[src/rtl/enigma_pkg.sv]
// Shared definitions for the Enigma rotor stack.
//   ROTOR_W  : wiring of rotors 0..3, values 1..26 (rotor k maps contact c to ROTOR_W[k][c])
//   state_t  : sequencer states of the rotor stack
//   mod_add  : (a + b) mod n for operands already reduced below n
package enigma_pkg;

  localparam int N_ROT_MAX = 4;
  localparam int N_WIRE    = 26;
  // Width of the modular arithmetic helper; covers SYM_W up to 7.
  localparam int ARITH_W   = 8;

  typedef enum logic [1:0] {IDLE, PASS, OUT} state_t;

  localparam int ROTOR_W [N_ROT_MAX][N_WIRE] = '{
    '{10, 7, 4,17,15,24,21,19, 3, 1,13, 9, 6,18,22,20,16,14, 5,23,11, 2,12,26,25, 8},
    '{14,20,26,16,19, 6, 2,15,11,13,23,18, 3,10, 4, 9,22,12, 1, 5,25,21,24, 8, 7,17},
    '{ 2, 4, 6, 8,10,12, 3,16,18,20,24,22,26,14,25, 5, 9,23, 7, 1,11,13,21,19,17,15},
    '{ 5,19,15,22,16,26,10, 1,25,17,21, 9,18, 8,24,12,14, 6,20, 7,11, 4, 3,13,23, 2}
  };

  // Both operands must be < n, so a single conditional subtract suffices.
  function automatic logic [ARITH_W-1:0] mod_add(input logic [ARITH_W-1:0] a,
                                                 input logic [ARITH_W-1:0] b,
                                                 input logic [ARITH_W-1:0] n);
    logic [ARITH_W-1:0] s;
    s = a + b;
    if (s >= n) s = s - n;
    return s;
  endfunction

endpackage

[src/rtl/enigma_rotor_stage.sv]
// Combinational single-rotor map, forward or inverse.
//   sym_i       : input symbol 1..N_SYM
//   pos_i       : rotor position 0..N_SYM-1
//   rev_i       : 0 = forward wiring, 1 = inverse wiring
//   rotor_sel_i : which wiring of ROTOR_W to use
//   sym_o       : mapped symbol 1..N_SYM
module enigma_rotor_stage
  import enigma_pkg::*;
#(
  parameter int N_SYM = 26,
  parameter int SYM_W = 5
) (
  input  logic [SYM_W-1:0] sym_i,
  input  logic [SYM_W-1:0] pos_i,
  input  logic             rev_i,
  input  logic [1:0]       rotor_sel_i,
  output logic [SYM_W-1:0] sym_o
);

  logic [ARITH_W-1:0] n, s0, p, neg_p;
  logic [ARITH_W-1:0] c_fwd, w_fwd, res_fwd;
  logic [ARITH_W-1:0] t_rev, c_rev, res_rev;

  always_comb begin
    n     = ARITH_W'(N_SYM);
    s0    = ARITH_W'(sym_i) - ARITH_W'(1);
    p     = ARITH_W'(pos_i);
    // Adding N_SYM-p is subtracting p modulo N_SYM without going negative.
    neg_p = n - p;

    // Forward: contact entered is offset by the position, exit offset removed.
    c_fwd = mod_add(s0, p, n);
    w_fwd = '0;
    for (int i = 0; i < N_WIRE; i++) begin
      if (c_fwd == ARITH_W'(i)) w_fwd = ARITH_W'(ROTOR_W[rotor_sel_i][i]);
    end
    res_fwd = mod_add(w_fwd - ARITH_W'(1), neg_p, n);

    // Inverse: search the wiring table for the contact that produces t_rev.
    t_rev = mod_add(s0, p, n) + ARITH_W'(1);
    c_rev = '0;
    for (int i = 0; i < N_WIRE; i++) begin
      if (ARITH_W'(ROTOR_W[rotor_sel_i][i]) == t_rev) c_rev = ARITH_W'(i);
    end
    res_rev = mod_add(c_rev, neg_p, n);

    sym_o = SYM_W'((rev_i ? res_rev : res_fwd) + ARITH_W'(1));
  end

endmodule

[src/rtl/enigma_rotor_stack.sv]
// Multi-rotor Enigma scrambler: one symbol passes through N_ROT rotors,
// one rotor per cycle, with odometer stepping after each valid symbol.
//   clk, rst_n           : clock, synchronous active-low reset
//   in_valid/in_ready    : input handshake for in_sym / in_rev
//   in_rev               : 0 = rotor 0 first (forward), 1 = top rotor first (inverse)
//   out_valid/out_ready  : output handshake for out_sym / out_err
//   out_err              : input symbol was 0 or above N_SYM (out_sym forced to 0)
//   cfg_we/idx/pos       : load one rotor position while idle
//   pos_o                : packed rotor positions, rotor k at [k*SYM_W +: SYM_W]
module enigma_rotor_stack
  import enigma_pkg::*;
#(
  parameter int                    N_SYM    = 26,
  parameter int                    SYM_W    = 5,
  parameter int                    N_ROT    = 2,
  parameter logic [SYM_W*N_ROT-1:0] INIT_POS = '0
) (
  input  logic                   clk,
  input  logic                   rst_n,
  input  logic                   in_valid,
  output logic                   in_ready,
  input  logic [SYM_W-1:0]       in_sym,
  input  logic                   in_rev,
  output logic                   out_valid,
  input  logic                   out_ready,
  output logic [SYM_W-1:0]       out_sym,
  output logic                   out_err,
  input  logic                   cfg_we,
  input  logic [1:0]             cfg_idx,
  input  logic [SYM_W-1:0]       cfg_pos,
  output logic [SYM_W*N_ROT-1:0] pos_o
);

  localparam logic [SYM_W-1:0] NSYM_S = SYM_W'(N_SYM);
  localparam logic [SYM_W-1:0] NSYM_M1 = SYM_W'(N_SYM - 1);
  localparam logic [1:0]       LAST   = 2'(N_ROT - 1);

  state_t           state_q;
  logic [1:0]       stage_q;
  logic [SYM_W-1:0] sym_q;
  logic             rev_q;
  logic             err_q;
  logic             in_ready_q;
  logic             out_valid_q;
  logic [SYM_W-1:0] out_sym_q;
  logic             out_err_q;
  logic [SYM_W-1:0] pos_q [N_ROT];
  logic [SYM_W-1:0] pos_d [N_ROT];

  logic             accept;
  logic             sym_bad;
  logic             cfg_ok;
  logic [1:0]       rot_idx;
  logic [SYM_W-1:0] cur_pos;
  logic [SYM_W-1:0] stage_sym;
  logic             carry;

  assign accept  = (state_q == IDLE) && in_valid && in_ready_q;
  assign sym_bad = (in_sym == '0) || (in_sym > NSYM_S);
  assign cfg_ok  = cfg_we && ({1'b0, cfg_idx} < 3'(N_ROT)) && (cfg_pos < NSYM_S);

  // Reverse traversal walks the rotors from the top down.
  assign rot_idx = rev_q ? (LAST - stage_q) : stage_q;

  always_comb begin
    cur_pos = '0;
    for (int k = 0; k < N_ROT; k++) begin
      if (rot_idx == 2'(k)) cur_pos = pos_q[k];
    end
  end

  enigma_rotor_stage #(
    .N_SYM (N_SYM),
    .SYM_W (SYM_W)
  ) u_stage (
    .sym_i       (sym_q),
    .pos_i       (cur_pos),
    .rev_i       (rev_q),
    .rotor_sel_i (rot_idx),
    .sym_o       (stage_sym)
  );

  // Odometer step: a rotor advances only when every rotor below it wrapped.
  always_comb begin
    carry = 1'b1;
    for (int k = 0; k < N_ROT; k++) begin
      pos_d[k] = pos_q[k];
      if (carry) begin
        if (pos_q[k] == NSYM_M1) begin
          pos_d[k] = '0;
        end else begin
          pos_d[k] = pos_q[k] + SYM_W'(1);
          carry    = 1'b0;
        end
      end
    end
  end

  always_ff @(posedge clk) begin
    if (!rst_n) begin
      state_q     <= IDLE;
      stage_q     <= '0;
      err_q       <= 1'b0;
      in_ready_q  <= 1'b1;
      out_valid_q <= 1'b0;
      out_sym_q   <= '0;
      out_err_q   <= 1'b0;
      for (int k = 0; k < N_ROT; k++) pos_q[k] <= INIT_POS[k*SYM_W +: SYM_W];
    end else begin
      case (state_q)
        IDLE: begin
          // A same-edge accept sees the loaded position because stages start next cycle.
          if (cfg_ok) begin
            for (int k = 0; k < N_ROT; k++) begin
              if (cfg_idx == 2'(k)) pos_q[k] <= cfg_pos;
            end
          end
          if (accept) begin
            state_q    <= PASS;
            stage_q    <= '0;
            err_q      <= sym_bad;
            in_ready_q <= 1'b0;
          end
        end
        PASS: begin
          if (stage_q == LAST) begin
            state_q     <= OUT;
            out_valid_q <= 1'b1;
            out_sym_q   <= err_q ? '0 : stage_sym;
            out_err_q   <= err_q;
          end else begin
            stage_q <= stage_q + 2'd1;
          end
        end
        OUT: begin
          if (out_ready) begin
            state_q     <= IDLE;
            out_valid_q <= 1'b0;
            in_ready_q  <= 1'b1;
            if (!out_err_q) begin
              for (int k = 0; k < N_ROT; k++) pos_q[k] <= pos_d[k];
            end
          end
        end
        default: state_q <= IDLE;
      endcase
    end
  end

  // Symbol register: invalid symbols are carried through unchanged.
  always_ff @(posedge clk) begin
    if (accept) begin
      sym_q <= in_sym;
      rev_q <= in_rev;
    end else if (state_q == PASS && !err_q) begin
      sym_q <= stage_sym;
    end
  end

  assign in_ready  = in_ready_q;
  assign out_valid = out_valid_q;
  assign out_sym   = out_sym_q;
  assign out_err   = out_err_q;

  for (genvar k = 0; k < N_ROT; k++) begin : g_pos
    assign pos_o[k*SYM_W +: SYM_W] = pos_q[k];
  end

endmodule

[config.mk]
export PLATFORM = sky130hd
export DESIGN_NAME = enigma_rotor_stack
export DESIGN_NICKNAME = d
export VERILOG_FILES = /design/src/rtl/enigma_pkg.sv /design/src/rtl/enigma_rotor_stage.sv /design/src/rtl/enigma_rotor_stack.sv
export SDC_FILE = /design/constraint.sdc
export NUM_CORES = 1
export LEC_CHECK = 0
export ABC_CLOCK_PERIOD_IN_PS = 15200
export CORE_MARGIN = 2
export CORE_UTILIZATION = 40
export DETAILED_ROUTE_END_ITERATION = 10
export MAX_ROUTING_LAYER = met4
export PLACE_DENSITY = 0.56
export SYNTH_ARGS = -nofsm -noshare
export SYNTH_HDL_FRONTEND = slang
export SYNTH_SLANG_ARGS = --single-unit
[constraint.sdc]
create_clock -name clk -period 15.2 [get_ports clk]
set_input_delay 3.04 -clock clk [delete_from_list [all_inputs] [get_ports clk]]
set_output_delay 3.04 -clock clk [all_outputs]
set_load 0.01 [all_outputs]
# [Yosys cells after proc, flatten, opt, wreduce, memory -nomap -nowiden]
# Memories as Yosys holds them, arrays and structs flattened.
# Index checks and enable logic that the tools add are counted.
# Widths: inputs -> output; s select.
[totals] elab_cells=221 mem_bits_rw=10 n_memories=1 in_bits=18 out_inout_bits=18 regBits=19
[memory_table] memory="pos_q" words=2 width=5 read_ports=2 rd_ports_with_merged_regs=0 wr=2 line="enigma_rotor_stack.sv:47" text="logic [SYM_W-1:0] pos_q [N_ROT];"
[classes] n_eq_ne=61 add_sub_neg=15 n_lt_le_gt_ge=7 n_reduce_logical=22 muxes=101 n_bitwise=5
[op_table] cell="$bmux 832 s2" n=1
[op_table] cell="$mux 808" n=2
[op_table] cell="$mux 8" n=27
[op_table] cell="$eq 8x8->1" n=25
[op_table] cell="$mux 5" n=25
[op_table] cell="$eq 8x5->1 const B" n=10
[op_table] cell="$eq 8x4->1 const B" n=8
[op_table] cell="$eq 8x3->1 const B" n=4
[op_table] cell="$mux 4" n=8
[op_table] cell="$ge 8x5->1 const B" n=3
[op_table] cell="$mux 1" n=22
[op_table] cell="$eq 8x2->1 const B" n=2
[op_table] cell="$mux 2" n=8
[op_table] cell="$add 5x1->5 const B" n=3
[op_table] cell="$mux 3" n=4
[op_table] cell="$reduce_and 3->1" n=4
[op_table] cell="$eq 5x5->1 const B" n=2
[op_table] cell="$sub 5x5->5 const B" n=2
[op_table] cell="$add 5x8->8" n=1
[op_table] cell="$add 8x1->8 const B" n=1
[op_table] cell="$add 8x5->8" n=1
[op_table] cell="$add 8x8->8" n=1
[op_table] cell="$eq 2x1->1 const B" n=4
[op_table] cell="$eq 8x1->1 const B" n=1
[op_table] cell="other kinds (25)" n=42

# [Depth between registers and ports, before layout]
# Gate-level depths: netlist of the first run.
[logic_depth] depth_word=43 depth_mapped=46 ltp_nobuf=43

# [By module]
# From an unflattened synthesis of the first run, not the netlist that was laid out.
[hier_totals] hier_cells=850 area_unflattened_um2=6371.1
[by_module_without_submodules] mod="enigma_rotor_stage" area_per_inst_um2=4764.6 seq_area_each_um2=0.0 instances=1 cells_each=693
[by_module_without_submodules] mod="enigma_rotor_stack" area_per_inst_um2=1606.5 seq_area_each_um2=740.7 instances=1 cells_each=157

# [Least setup slack after synthesis of the first run]
# OpenSTA, ideal clock, no wires.
[synth_timing] path_kind="register -> register" startpoint="register rev_q" endpoint="register out_sym_q[4] (netlist: out_sym[4])" synth_period_minus_slack_ns=9.634 stages_incl_launch_ff=46 setup_time_ns=0.059 arrival_time_ns=9.575 setup_slack_ns=5.566 path_buffers=3 required_ns=15.141 cell_sequence="edfxtp_1 xnor2_1 inv_2 ha_1 clkbuf_1 a21oi_1 inv_1 ha_1 ha_1 or4_4 a41oi_4 xor2_2 nor4_4 nor2_4 xnor2_1 ha_1 inv_1 nor2_1 (+10 left out) a32oi_1 o31a_1 a31oi_1 ha_1 fa_1 a21o_1 a21oi_1 nor2b_1 nor2_1 a22oi_1 o21ai_1 xnor2_1 a21oi_1 ha_1 o2111ai_1 xnor2_1 o31ai_1 and2_1"
[synth_via] elab_chain_cells=41 elab_cells_between_ends=129 classes_between="add/sub (10); order compare (3); eq/ne (51); mux (62); bitwise (1); reduce/logical (2)"
[synth_rtl] element="from (decl)" line="enigma_rotor_stack.sv:41" text="logic rev_q;"
[synth_rtl] element="from (signal assigned)" line="enigma_rotor_stack.sv:154" text="rev_q <= in_rev;"
[synth_rtl] element="$mux 2" line="enigma_rotor_stack.sv:63" text="assign rot_idx = rev_q ? (LAST - stage_q) : stage_q;"
[synth_rtl] element="$logic_not 2->1" line="enigma_rotor_stack.sv:68" text="if (rot_idx == 2'(k)) cur_pos = pos_q[k];"
[synth_rtl] element="$mux 5 (2 in a row)" line="enigma_rotor_stack.sv:68"
[synth_rtl] element="$add 8x5->8" line="enigma_pkg.sv:26" text="s = a + b;"
[synth_rtl] element="$sub 8x5->8 / $ge 8x5->1 (equally long branches)" line="enigma_pkg.sv:27" text="if (s >= n) s = s - n;"
[synth_rtl] element="$mux 8" line="enigma_pkg.sv:27"
[synth_rtl] element="$logic_not 8->1" line="enigma_rotor_stage.sv:35" text="if (c_fwd == ARITH_W'(i)) w_fwd = ARITH_W'(ROTOR_W[rotor_sel_i][i]);"
[synth_rtl] element="$mux 8 (26 in a row)" line="enigma_rotor_stage.sv:35"
[synth_rtl] element="$sub 8x1->8" line="enigma_rotor_stage.sv:37" text="res_fwd = mod_add(w_fwd - ARITH_W'(1), neg_p, n);"
[synth_rtl] element="$add 8x8->8" line="enigma_pkg.sv:26"
[synth_rtl] element="$ge 8x5->1 / $sub 5x5->5 (equally long branches)" line="enigma_pkg.sv:27"
[synth_rtl] element="$mux 5" line="enigma_pkg.sv:27"
[synth_rtl] element="$mux 5 *" line="enigma_rotor_stage.sv:47" text="sym_o = SYM_W'((rev_i ? res_rev : res_fwd) + ARITH_W'(1));"
[synth_rtl] element="$add 5x1->5 *" line="enigma_rotor_stage.sv:47"
[synth_rtl] element="$mux 5 *" line="enigma_rotor_stack.sv:129" text="out_sym_q <= err_q ? '0 : stage_sym;"
[synth_rtl] element="to (signal assigned)" line="enigma_rotor_stack.sv:129"
[synth_rtl] element="to (decl)" line="enigma_rotor_stack.sv:45" text="logic [SYM_W-1:0] out_sym_q;"
# Every way passes the cells marked *; elsewhere a longest branch is shown, timed or not. The select of a mux whose other input is x is not followed.
# A chain may end at the register's enable or synchronous reset.

# [Worst setup path in the final report of the first run]
# Ends and elaborated chain as after synthesis.

==> results of run 1 <==
## cell usage after synthesis, drive strengths merged (21+ instances only)
master / instances
nor2: 91
nand2: 79
a21oi: 63
o21ai: 57
inv: 48
xnor2: 45
ha: 40
clkbuf: 33
nand3: 27
nor2b: 21
nor3: 21
o22ai: 21
## area by class of cell
cell class	instances	area, sq um
well taps	184	230
flip-flops and latches	29	741
multi-input cells	713	4830
fillers	1513	7960
repair buffers	45	425
clock inverters	1	5.00
inverters	52	195
clock buffers	7	153
## final timing paths
path	from	end	slack, ns	cells past startpoint
max	rev_q	out_sym[4]	2.76	42
min	out_sym[0]	out_sym[0]	0.52	2
max reg2reg	rev_q	out_sym[4]	2.76	42
min reg2reg	out_sym[0]	out_sym[0]	0.52	2
## sequential cells by signal, summed over array words and instances, names as in the netlist
signal,cells
out_sym,5
rev_q,1
in_ready,1
stage_q,2
out_err,1
sym_q,5
err_q,1
state_q,2
out_valid,1
pos_q,10
## worst max-delay path, delay by kind of cell, from the launching register on
family	cells	cell delay, ns
flops	1	0.55
simple gates	12	3.51
buf+inv	3	0.74
fa+ha+maj	6	2.74
compound gates	16	3.72
xor+xnor	5	1.10
## cell families after synthesis
| group | share of synthesized area, % |
|---|---|
| xor gates and xnor gates | 9.93 |
| buffers and inverters | 6.44 |
| adders and majority gates | 9.09 |
| and+or+nand+nor | 28.0 |
| muxes | 2.15 |
| AOI/OAI and AO/OA | 32.0 |
| DFF | 12.5 |
## layer usage
layer	share of wire [%]	GRT usage (%)	up-vias
li1	-	-	3106
met1	43	36.8	3300
met2	47	47.3	377
met3	6.7	3.14	79
met4	3.3	8.86	0
met5	0	-	-
## stage by stage
step | worst slack, ns | area, sq um
finish | 2.76 | 6580
global route | 1.94 | 6580
CTS | 3.09 | 6580
detailed placement | 3.10 | 6420
global placement | 3.37 | 6420
floorplan | 5.57 | 5940
==> summary.md, run 1 <==
| Metric | Value |
|---|---|
| First-iteration detailed-routing DRC count | 934 |
| RSZ-0062 raised after global routing | no |
| Post-route ant nets | 0 |
| Max cap viols | 0 |
| N_diodes | 0 |
| Row cnt | 44 |
| Worst setup path class | register to register |
| IO buf count | 35 |
| Clk sink count | 29 |
| Starting Density | 40.9% |
| Number of synthesized register bits | 29 |
| First-pass GRT wire length | 35.9 mm |
| Final period utilization | 81.8% |
| Synth area leaders | ha_1 (8.4%), edfxtp_1 (8.1%), xnor2_1 (6.6%) |
| DP Cell Count | 1023 |
| EDFF count, synth | 16 |
| Setup bufs post-CTS | 0 |
| WL final | 22.8 mm |
| Worst Skew | 0.00426 ns |
| Worst Setup End Kind | register |
| Root buffer cell | clkbuf_16 |
| HP Class | register to register |
| Most common cell after layout, fill and taps aside | nor2_1 |
| WL/cell | 22.1 microns |
| Cell variety after synth | 95 |
| Cts hold-fix bufs | 0 |
| Cell Area, Synth | 5940 sq um |
| Fmax | 0.0804 GHz |
| Area grow syn2layout | 10.6% |
| CP max FO | 22 |
| Gr ovfl total | 0 |
| Vias per cell | 6.66 |
| Worst-path clk slew | 0.05 ns |
| Clock Tree Buf Depth | 2 |
| Cell taking the most area after synthesis | ha_1 |
| Worst Tran Pin Value | 1.15 ns |
| Pre-Repair DR Iteration Count | 6 |
| Area fraction of the dominant cell type after synthesis | 8.42% |
| Largest net degree at the start of global routing | 25 |
| Post-synthesis sequential area ratio | 12.5% |
| Die area | 15900 sq um |
| Initial antenna violation count | 0 |
| Post-Syn Instances | 839 |
| Net count after synthesis | 899 |
| Sum Neg Setup Slack | 0 ns |
| Critical path startpoint category | register |
| CP required | 15.42 ns |
| CTS resizes | 0 |
| Clock latency on the worst-skew pair | 0.28 ns |
| CTS tree | done |
| Post-Layout Cell Count | 1031 |
| CP arrival | 12.66 ns |
| Outcome | completed |
| # IOs | 36 |
| Hpwl dp | 17.1 mm |
| DRC Markers | 0 |
| Commonest non-fill, non-tap cells in the layout | nor2_1 (88), nand2_1 (79), a21oi_1 (62) |
| Routability Congestion | 0.943 |
| Slowest CP cell | ha_1 |
| Layout cells sized above 1 | 6.97% |
| Largest stage delay, worst path | 0.86 ns |
| Die X | 126 microns |
| Vias in the first global route | 6522 |
| Die Ht | 126 microns |
| Core Util, Final | 45.2% |
| Setup violators final | 0 |
| Fin. Hold Viols | 0 |
| Top FF cell, synth | edfxtp_1 |
| Nets@finish | 906 |
| Final min period | 12.44 ns |
| Final hold slack | 0.517 ns |
| Yosys warns | 0 |
| Max_slew headroom | 23.3% |
| Total core area | 14500 sq um |
| Final Slew Violations | 0 |
| # H-tree levels | 2 |
| Fraction of registers with async set or reset after synthesis | 0% |
| Num CTS Buffers | 5 |
| Syn avg cell area | 7.09 sq um |
| Total GRT Usage | 28.6% |
| Vias after detailed routing | 6862 |
Power of run 1 is not shown: default switching activity piles up to over one toggle a cycle in this logic, so the estimate is an artifact.
==> run 2: changes to the inputs <==
Settings changed: ABC_CLOCK_PERIOD_IN_PS 15200 to 10600, PLACE_DENSITY 0.56 to 0.59.
Clock period 15.2 ns to 10.6 ns, I/O delays scaled along.
==> run 2 against run 1 <==
  * Worst setup slack got worse by 2.2 ns
  * Core utilization increased by 0.78 points
  * Sequential share of layout area decreased by 0.19 points
  * Clock skew about the same
  * Flip-flop and latch count unchanged
  * Maximum frequency increased by 24%
  * Clock-buffer cell count increased by 1
  * Global-route usage decreased by 3.1 points
  * Critical path depth increased by 1
  * First-iteration DRC count decreased by 16%
  * Via count decreased by 2.1%
  * Register-to-register slack got worse by 2.2 ns
==> summary.md, run 2 (synthesis gave the netlist of run 1 again) <==
| Metric | Value |
|---|---|
| Pre-Repair DR Iteration Count | 6 (unchanged) |
| Final period utilization | 94.7% (+13 points) |
| Pre-CTS setup slack | 0.469 ns (-2.63 ns) |
| Worst Hold End | out_sym[1] |
| Layout cells sized above 1 | 8.70% (+1.7 points) |
| # IOs | 36 (unchanged) |
| Critical path startpoint category | register |
| Num CTS Buffers | 5 (unchanged) |
| Worst setup path class | register to register |
| Worst reg2reg path depth | 43 (+2.4%) |
| Most common cell after layout, fill and taps aside | nor2_1 |
| Root buffer cell | clkbuf_16 |
| Post-route ant nets | 0 (unchanged) |
| WL final | 20.3 mm (-11%) |
| Clk sink count | 29 (unchanged) |
| Fmax | 0.0996 GHz (+24%) |
| Total GRT Usage | 25.5% (-3.1 points) |
| Vias in the first global route | 6102 (-6.4%) |
| R2r setup slk | 0.56 ns (-2.20 ns) |
| Largest net degree at the start of global routing | 25 (unchanged) |
| Hold Path Depth | 2 (unchanged) |
| Starting Density | 40.9% (unchanged) |
| Nets@finish | 921 (+1.7%) |
| Initial antenna violation count | 0 (unchanged) |
| Final Slew Violations | 0 (unchanged) |
| Most flops, register | pos_q |
| Clock latency on the worst-skew pair | 0.27 ns (about the same) |
| CP required | 10.82 ns (-4.60 ns) |
| Die X | 126 microns (unchanged) |
| Gr ovfl total | 0 (unchanged) |
| DRC Markers | 0 (unchanged) |
| Vias after detailed routing | 6716 (-2.1%) |
| Reg2reg start | rev_q |
| RSZ-0062 raised after global routing | no |
| Final min period | 10.04 ns (-2.40 ns) |
| Outcome | completed |
| IO buf count | 35 (unchanged) |
| Hpwl dp | 15.2 mm (-11%) |
| Routability Congestion | 1.08 (+14%) |
| HP Class | register to register |
| First-iteration detailed-routing DRC count | 785 (-16%) |
| CP max FO | 14 (-36%) |
| Area grow syn2layout | 12.5% |
| # H-tree levels | 2 (unchanged) |
| Worst Setup End Kind | register |
| Worst reg2reg endpoint | out_sym[4] |
| Setup violators final | 0 (unchanged) |
| Total core area | 14500 sq um (unchanged) |
| Largest register FFs | 10 (unchanged) |
| Die area | 15900 sq um (unchanged) |
| Slowest CP cell | nor4b_1 |
| Clock Tree Buf Depth | 2 (unchanged) |
| N_diodes | 0 (unchanged) |
| Max cap viols | 0 (unchanged) |
| Row cnt | 44 (unchanged) |
| Commonest non-fill, non-tap cells in the layout | nor2_1 (88), nand2_1 (79), a21oi_1 (62) |
| Vias per cell | 6.42 (-3.5%) |
| First-pass GRT wire length | 32.6 mm (-9.2%) |
| Fillers | 1514 (+0.066%) |
| Max_slew headroom | 25.7% (+2.4 points) |
| Sum Neg Setup Slack | 0 ns (unchanged) |
| Placed cell area | 6500 sq um (+1.3%) |
| Hold Path Origin | out_sym[1] |
| Final WS setup | 0.559 ns (-2.20 ns) |
| Post-route cell area | 6690 sq um (+1.7%) |
| Largest stage delay, worst path | 0.76 ns (-0.10 ns) |
| Cts hold-fix bufs | 0 (unchanged) |
| CP arrival | 10.26 ns (-2.40 ns) |
| Fin. Hold Viols | 0 (unchanged) |
| Die Ht | 126 microns (unchanged) |
| Worst Tran Pin Value | 1.11 ns (-0.0354 ns) |
| CTS tree | done |
| Worst Skew | 0.00414 ns (-0.000120 ns) |
| WL/cell | 19.4 microns (-12%) |
| Worst-path clk slew | 0.05 ns (about the same) |
[run 2: cell count changes in the layout (fill, tap and decap cells not counted), sizes merged]
| cell | previous run | this run |
|---|---|---|
| buf | 10 | 25 |
| clkbuf | 7 | 8 |
| clkinv | 5 | 4 |
[run 2: worst max-delay path: cells and delay by family, from the launching register on]
family | cells | cell delay, ns
compound gates | 14 | 2.76
xor+xnor | 6 | 1.31
fa+ha+maj | 5 | 1.40
buf+inv | 5 | 0.72
flops | 1 | 0.51
simple gates | 13 | 3.23
[run 2: final cells by class]
cell class | count | area, sq um | share of cell area [%]
multi-input cells | 713 | 4840 | 72.3
well taps | 184 | 230 | 3.44
inverters | 52 | 195 | 2.92
clock buffers | 8 | 146 | 2.19
flip-flops and latches | 29 | 741 | 11.1
repair buffers | 60 | 538 | 8.04
[run 2: worst max path at each step]
stage                     slack [ns]  cells past startpoint   from    endpoint
after global placement          0.81                     45  rev_q  out_sym[4]
after global routing            0.04                     47  rev_q  out_sym[3]
after CTS                       0.41                     45  rev_q  out_sym[4]
after detailed placement        0.47                     45  rev_q  out_sym[4]
after floorplan                 0.97                     45  rev_q  out_sym[4]
final                           0.56                     43  rev_q  out_sym[4]
[run 2: repair_timing]
item                                    CTS  global route
endpoints found under the setup margin    0             8
setup buffers                             0             3
gates resized for setup                   0             6
[run 2: per-layer routing]
layer / GRT usage (%) / vias to the layer above / part of all wire [%]
met5: - / - / 0
met4: 7.76 / 0 / 3.3
met3: 3.95 / 73 / 9.9
met2: 38.0 / 427 / 43
met1: 35.5 / 3059 / 44
li1: - / 3157 / -
[run 2: metrics by stage]
stage | util (%) | std cells | hold WS, ns
2_1_floorplan | - | 839 | 0.503
3_5_place_dp | 44.7 | 1035 | 0.502
6_report | 46.0 | 1046 | 0.507
5_1_grt | 46.0 | 1046 | 0.543
3_3_place_gp | 44.7 | 1035 | 0.498
4_1_cts | 45.7 | 1043 | 0.517
Power of run 2 is left out for the same reason.
==> run 3: changes to the inputs <==
Settings changed: CORE_UTILIZATION 40 to 28, GPL_ROUTABILITY_DRIVEN set to 0, PLACE_DENSITY 0.59 to 0.44.
==> run 3 against run 2 <==
  * Wire length is 9.3% higher
  * Clock skew is 0.00086 ns higher
  * Clock-buffer cell count is the same
  * Non-clock buffer count fell by 2
  * Core utilization is 14 points lower
==> summary.md, run 3 (synthesis gave the netlist of run 1 again) <==
| Metric | Value |
|---|---|
| Hpwl dp | 16.8 mm (+11%) |
| Met3 global-route usage | 2.13% (-1.8 points) |
| CP arrival | 10.06 ns (-0.20 ns) |
| Fmax | 0.101 GHz (+1.6%) |
| Most common cell after layout, fill and taps aside | nor2_1 |
| First-pass GRT wire length | 35.0 mm (+7.5%) |
| Worst Setup End Kind | register |
| Cts hold-fix bufs | 0 (unchanged) |
| Outcome | completed |
| WL/cell | 19.6 microns (+0.75%) |
| Clock Tree Buf Depth | 2 (unchanged) |
| Gr ovfl total | 0 (unchanged) |
| Worst path top cell family by delay | simple AND/OR/NAND/NOR gates |
| Largest register FFs | 10 (unchanged) |
| Commonest non-fill, non-tap cells in the layout | nor2_1 (88), nand2_1 (79), a21oi_1 (62) |
| N_diodes | 0 (unchanged) |
| Total GRT Usage | 20.0% (-5.5 points) |
| Starting Density | 28.4% (-13 points) |
| Worst setup path class | register to register |
| Layout cells sized above 1 | 8.60% (-0.096 points) |
| Max cap viols | 0 (unchanged) |
| CTS tree | done |
| First-iteration detailed-routing DRC count | 691 (-12%) |
| IO buf count | 35 (unchanged) |
| Row cnt | 53 (+20%) |
| Post-route ant nets | 0 (unchanged) |
| CTS resizes | 0 (unchanged) |
| Met2 Use GR | 31.2% (-6.8 points) |
| Vias per cell | 5.78 (-10%) |
| Most used cell, CP | ha_1 |
| Num CTS Buffers | 5 (unchanged) |
| Fin. Hold Viols | 0 (unchanged) |
| Area grow syn2layout | 14.5% |
| Final period utilization | 93.3% (-1.4 points) |
| Critical path startpoint category | register |
| Setup bufs post-CTS | 0 (unchanged) |
| Vias in the first global route | 6260 (+2.6%) |
| Max_slew headroom | 36.4% (+11 points) |
| Layer with the highest usage | met2 |
| Nets@finish | 919 (-0.22%) |
| Final min period | 9.89 ns (-0.154 ns) |
| Post-Layout Cell Count | 1135 (+8.5%) |
| WL final | 22.2 mm (+9.3%) |
| CP required | 10.77 ns (-0.05 ns) |
| Final Slew Violations | 0 (unchanged) |
| Clock latency on the worst-skew pair | 0.28 ns (about the same) |
| Clk sink count | 29 (unchanged) |
| Setup violators final | 0 (unchanged) |
| Pre-Repair DR Iteration Count | 5 (-1) |
| Largest stage delay, worst path | 0.59 ns (-0.17 ns) |
| Worst Skew | 0.00500 ns (+0.000860 ns) |
| Total core area | 21000 sq um (+44%) |
| Initial antenna violation count | 0 (unchanged) |
| # H-tree levels | 2 (unchanged) |
| Root buffer cell | clkbuf_16 |
| CP max FO | 15 (+1) |
| DP Cell Count | 1127 (+8.9%) |
| Vias after detailed routing | 6560 (-2.3%) |
| Met1 GRT Util | 27.6% (-7.9 points) |
| Worst Tran Pin Value | 0.948 ns (-0.162 ns) |
| # IOs | 36 (unchanged) |
| DRC Markers | 0 (unchanged) |
| HP Class | register to register |
| Die X | 150 microns (+19%) |
| Number of buffers and inverters on the critical path | 5 (unchanged) |
| Most flops, register | pos_q |
| Die area | 22400 sq um (+41%) |
| Worst-path clk slew | 0.05 ns (about the same) |
| Largest net degree at the start of global routing | 25 (unchanged) |
| Die Ht | 150 microns (+19%) |
| Slowest CP cell | or4_1 |
==> run 3: per-layer routing <==
layer,share of wire (%),vias to the layer above
met3,6.0,31
met2,45,275
li1,-,3138
met1,47,3116
met5,0,-
met4,2.2,0
==> run 3: cell type report <==
class                      count  area, sq um
inverter                      52          195
clock buffer                   8          146
tap                          275          344
sequential                    29          741
fill                        2309        14100
timing repair buffer          58          523
multi-input combinational    713         4860
==> run 3: worst reg2reg max path: cells and delay by family, from the launching register on <==
| kind | cells | cell delay [ns] |
|---|---|---|
| AND/OR/NAND/NOR | 13 | 3.29 |
| AO/OA/AOI/OAI | 15 | 2.57 |
| adder cells (fa/ha/maj) | 6 | 1.72 |
| XOR/XNOR | 5 | 1.01 |
| buffers and inverters | 5 | 0.63 |
| flip-flops | 1 | 0.57 |
==> run 3: stage by stage <==
| stage | utilization [%] | area (sq um) | setup WS [ns] | hold WS [ns] | TNS (ns) |
|---|---|---|---|---|---|
| finish | 32.5 | 6810 | 0.712 | 0.515 | 0 |
| global route | 32.5 | 6810 | -0.00218 | 0.552 | -0.00218 |
| CTS | 32.3 | 6770 | 0.481 | 0.520 | 0 |
| detailed placement | 31.6 | 6620 | 0.525 | 0.503 | 0 |
| global placement | 31.6 | 6620 | 0.646 | 0.512 | 0 |
| floorplan | - | 5940 | 0.966 | 0.503 | 0 |
==> run 3: path summary, 6_finish.rpt <==
check	from	endpoint	slack [ns]	depth (start not counted)
worst max-delay path	rev_q	out_sym[4]	0.71	44
worst min-delay path	out_sym[2]	out_sym[2]	0.51	2
worst max register to register	rev_q	out_sym[4]	0.71	44
worst min register to register	out_sym[2]	out_sym[2]	0.51	2
Power of run 3 is left out for the same reason.
==> edit: new RTL, settings of run 2 <==
Change the parameter `N_ROT` from 2 to 4.
--- a/src/rtl/enigma_rotor_stack.sv
+++ b/src/rtl/enigma_rotor_stack.sv
@@ -12,7 +12,7 @@
 #(
   parameter int                    N_SYM    = 26,
   parameter int                    SYM_W    = 5,
-  parameter int                    N_ROT    = 2,
+  parameter int                    N_ROT    = 4,
   parameter logic [SYM_W*N_ROT-1:0] INIT_POS = '0
 ) (
   input  logic                   clk,
Interface: changed (resized pos_o); port bits go from 36 to 46. No check against the original RTL was run, so the function may have changed too.
==> edit against run 2 <==
  * Design area rose by 20%
  * Cell count rose by 14%
  * Synthesized cell count rose by 11%
  * Setup slack improved by 0.23 ns
  * Area after synthesis rose by 18%
  * Sequential cell count rose by 10
  * Global-route usage rose by 2.4 points
  * Wire length rose by 25%
  * Maximum frequency rose by 2.4%
  * Critical endpoint unchanged
Power is left out: the tool's default activity adds up to more than one toggle a clock period on the data nets, which glitch-free logic cannot reach.
==> edit: results (changes against run 2) <==
| Metric | Value |
|---|---|
| R2R Path End | `out_sym[4]` |
| Clock buffer depth | `2 (unchanged)` |
| Clock root buffer | `clkbuf_16` |
| Main synth FF type | `edfxtp_1` |
| Fraction of layout cells with a size suffix above 1 | `11.3% (+2.6 points)` |
| Post-synth EDFFs | `26 (+10)` |
| Number of inserted filler cells in the final layout | `1,760 (+16%)` |
| Number of global-route vias before repair | `6,945 (+14%)` |
| Count of inserted antenna diode cells | `0 (unchanged)` |
| Vias per std cell | `6.34 (-1.2%)` |
| Destination of the worst hold path | `out_valid` |
| Biggest area contributors in the synthesized netlist | `edfxtp_1, ha_1, xnor2_1` |
| Max FFs per register | `20 (+10)` |
| Reg-to-reg setup timing slack | `0.79 ns (+0.23 ns)` |
| Maximum number of pins on one net before global-route repair | `37 (+48%)` |
| Outcome | `finished, final reports clean` |
| Gpl congestion | `1.02 (-5.6%)` |
| First DRT Iteration DRCs | `943 (+20%)` |
| Worst hold path stage count | `2 (unchanged)` |
| CP peak stage delay | `0.53 ns (-0.23 ns)` |
| Count of warnings emitted by yosys | `0 (unchanged)` |
| Final layout net count | `1,028 (+12%)` |
| Biggest fanout along the worst timing path | `8 (-6)` |
| Mean post-synth cell area | `7.52 sq um (+6.2%)` |
| Slowest cell on the critical path | `o311a_2` |
| Clk_lat worst skew | `0.29 ns (+0.02 ns)` |
| Maximum clock skew at final layout | `0.0104 ns (+0.00626 ns)` |
| Total detailed-routing wirelength | `25,300 um (+25%)` |
| Clock slew at the register clock pins of the worst setup and hold paths | `0.07 ns (+0.02 ns)` |
| Number of antenna violations at the first check in global routing | `0 (unchanged)` |
| Register with the most flip-flops | `pos_q` |
| Most frequent cells after synthesis | `nand2_1, a21oi_1, nor2_1` |
| Post-synthesis sequential area ratio | `14.9% (+2.4 points)` |
| Top cell family by delay on the critical path | `compound AO/OA/AOI/OAI gates` |
| Total of buffers placed on input and output ports | `45 (+29%)` |
| R2R cell count | `44 (+2.3%)` |
| Slew at the pin with the worst max-slew slack | `0.914 ns (-0.197 ns)` |
| Number of clock buffers inserted by TritonCTS | `5 (unchanged)` |
| DPL Wire Length | `19,600 um (+29%)` |
| Arrival time worst endpoint | `10.05 ns (-0.21 ns)` |
| First-pass GRT wire length | `39,300 um (+21%)` |
| Count of distinct cell types in the synthesized netlist | `104 (+9.5%)` |
| Total GRT Usage | `27.9% (+2.4 points)` |
| Syn nets | `993 (+10%)` |
| Hold path startpoint | `out_valid` |
==> edit: how the worst max path moves through the flow <==
| stage | from | to | slack (ns) |
|---|---|---|---|
| 3_5_place_dp | rev_q | out_sym[4] | 0.04 |
| 2_1_floorplan | rev_q | sym_q[4] | 0.03 |
| 5_1_grt | rev_q | out_sym[4] | 0.03 |
| 6_report | rev_q | out_sym[4] | 0.79 |
| 4_1_cts | rev_q | out_sym[4] | 0.02 |
| 3_3_place_gp | rev_q | out_sym[4] | 0.18 |
==> edit: worst reg2reg max path: cells and delay by family (launching register included) <==
family / cells / cell delay [ns]
buffers and inverters: 5 / 0.72
AOI/OAI and AO/OA: 18 / 4.63
adders and majority gates: 5 / 1.21
DFF: 1 / 0.50
and+or+nand+nor: 10 / 1.78
muxes: 1 / 0.13
xor gates and xnor gates: 5 / 0.75
==> edit: metal layers <==
| metal | wire length [um] | vias to the layer above | track usage, % |
|---|---|---|---|
| li1 | - | 3543 | - |
| met1 | 11200 | 3516 | 38.4 |
| met2 | 11100 | 423 | 41.6 |
| met3 | 1880 | 71 | 3.47 |
| met4 | 1150 | 0 | 10.8 |
| met5 | 0 | - | - |
==> edit: timing repair <==
action / CTS / global route
setup endpoints to repair: 0 / 8
gates resized for setup: 0 / 19
buffers inserted: 0 / 5
==> edit: logic make-up after synthesis <==
logic type / share of synthesized area, %
simple gates: 24.9
compound gates: 29.9
buf+inv: 6.81
xor+xnor: 11.6
fa+ha+maj: 8.26
flops: 14.9
mux: 3.59
==> edit: metrics by stage <==
stage / utilization (%) / hold slack, ns / std cells / cell area [sq um] / setup WS (ns)
after CTS: 45.9 / 0.500 / 1185 / 7890 / 0.0193
after global placement: 44.9 / 0.487 / 1177 / 7720 / 0.185
after global routing: 46.7 / 0.542 / 1191 / 8030 / 0.0265
final: 46.7 / 0.492 / 1191 / 8030 / 0.792
after detailed placement: 44.9 / 0.489 / 1177 / 7720 / 0.0448
after floorplan: - / 0.494 / 930 / 7000 / 0.0263
==> edit: final cells by class <==
cell class | instances | share of cell area, %
sequential | 39 | 13.0
clock buffer | 6 | 1.87
multi-input combinational | 781 | 69.5
inverter | 52 | 2.48
clock inverter | 2 | 0.218
tap | 225 | 3.51
timing repair buffer | 86 | 9.49
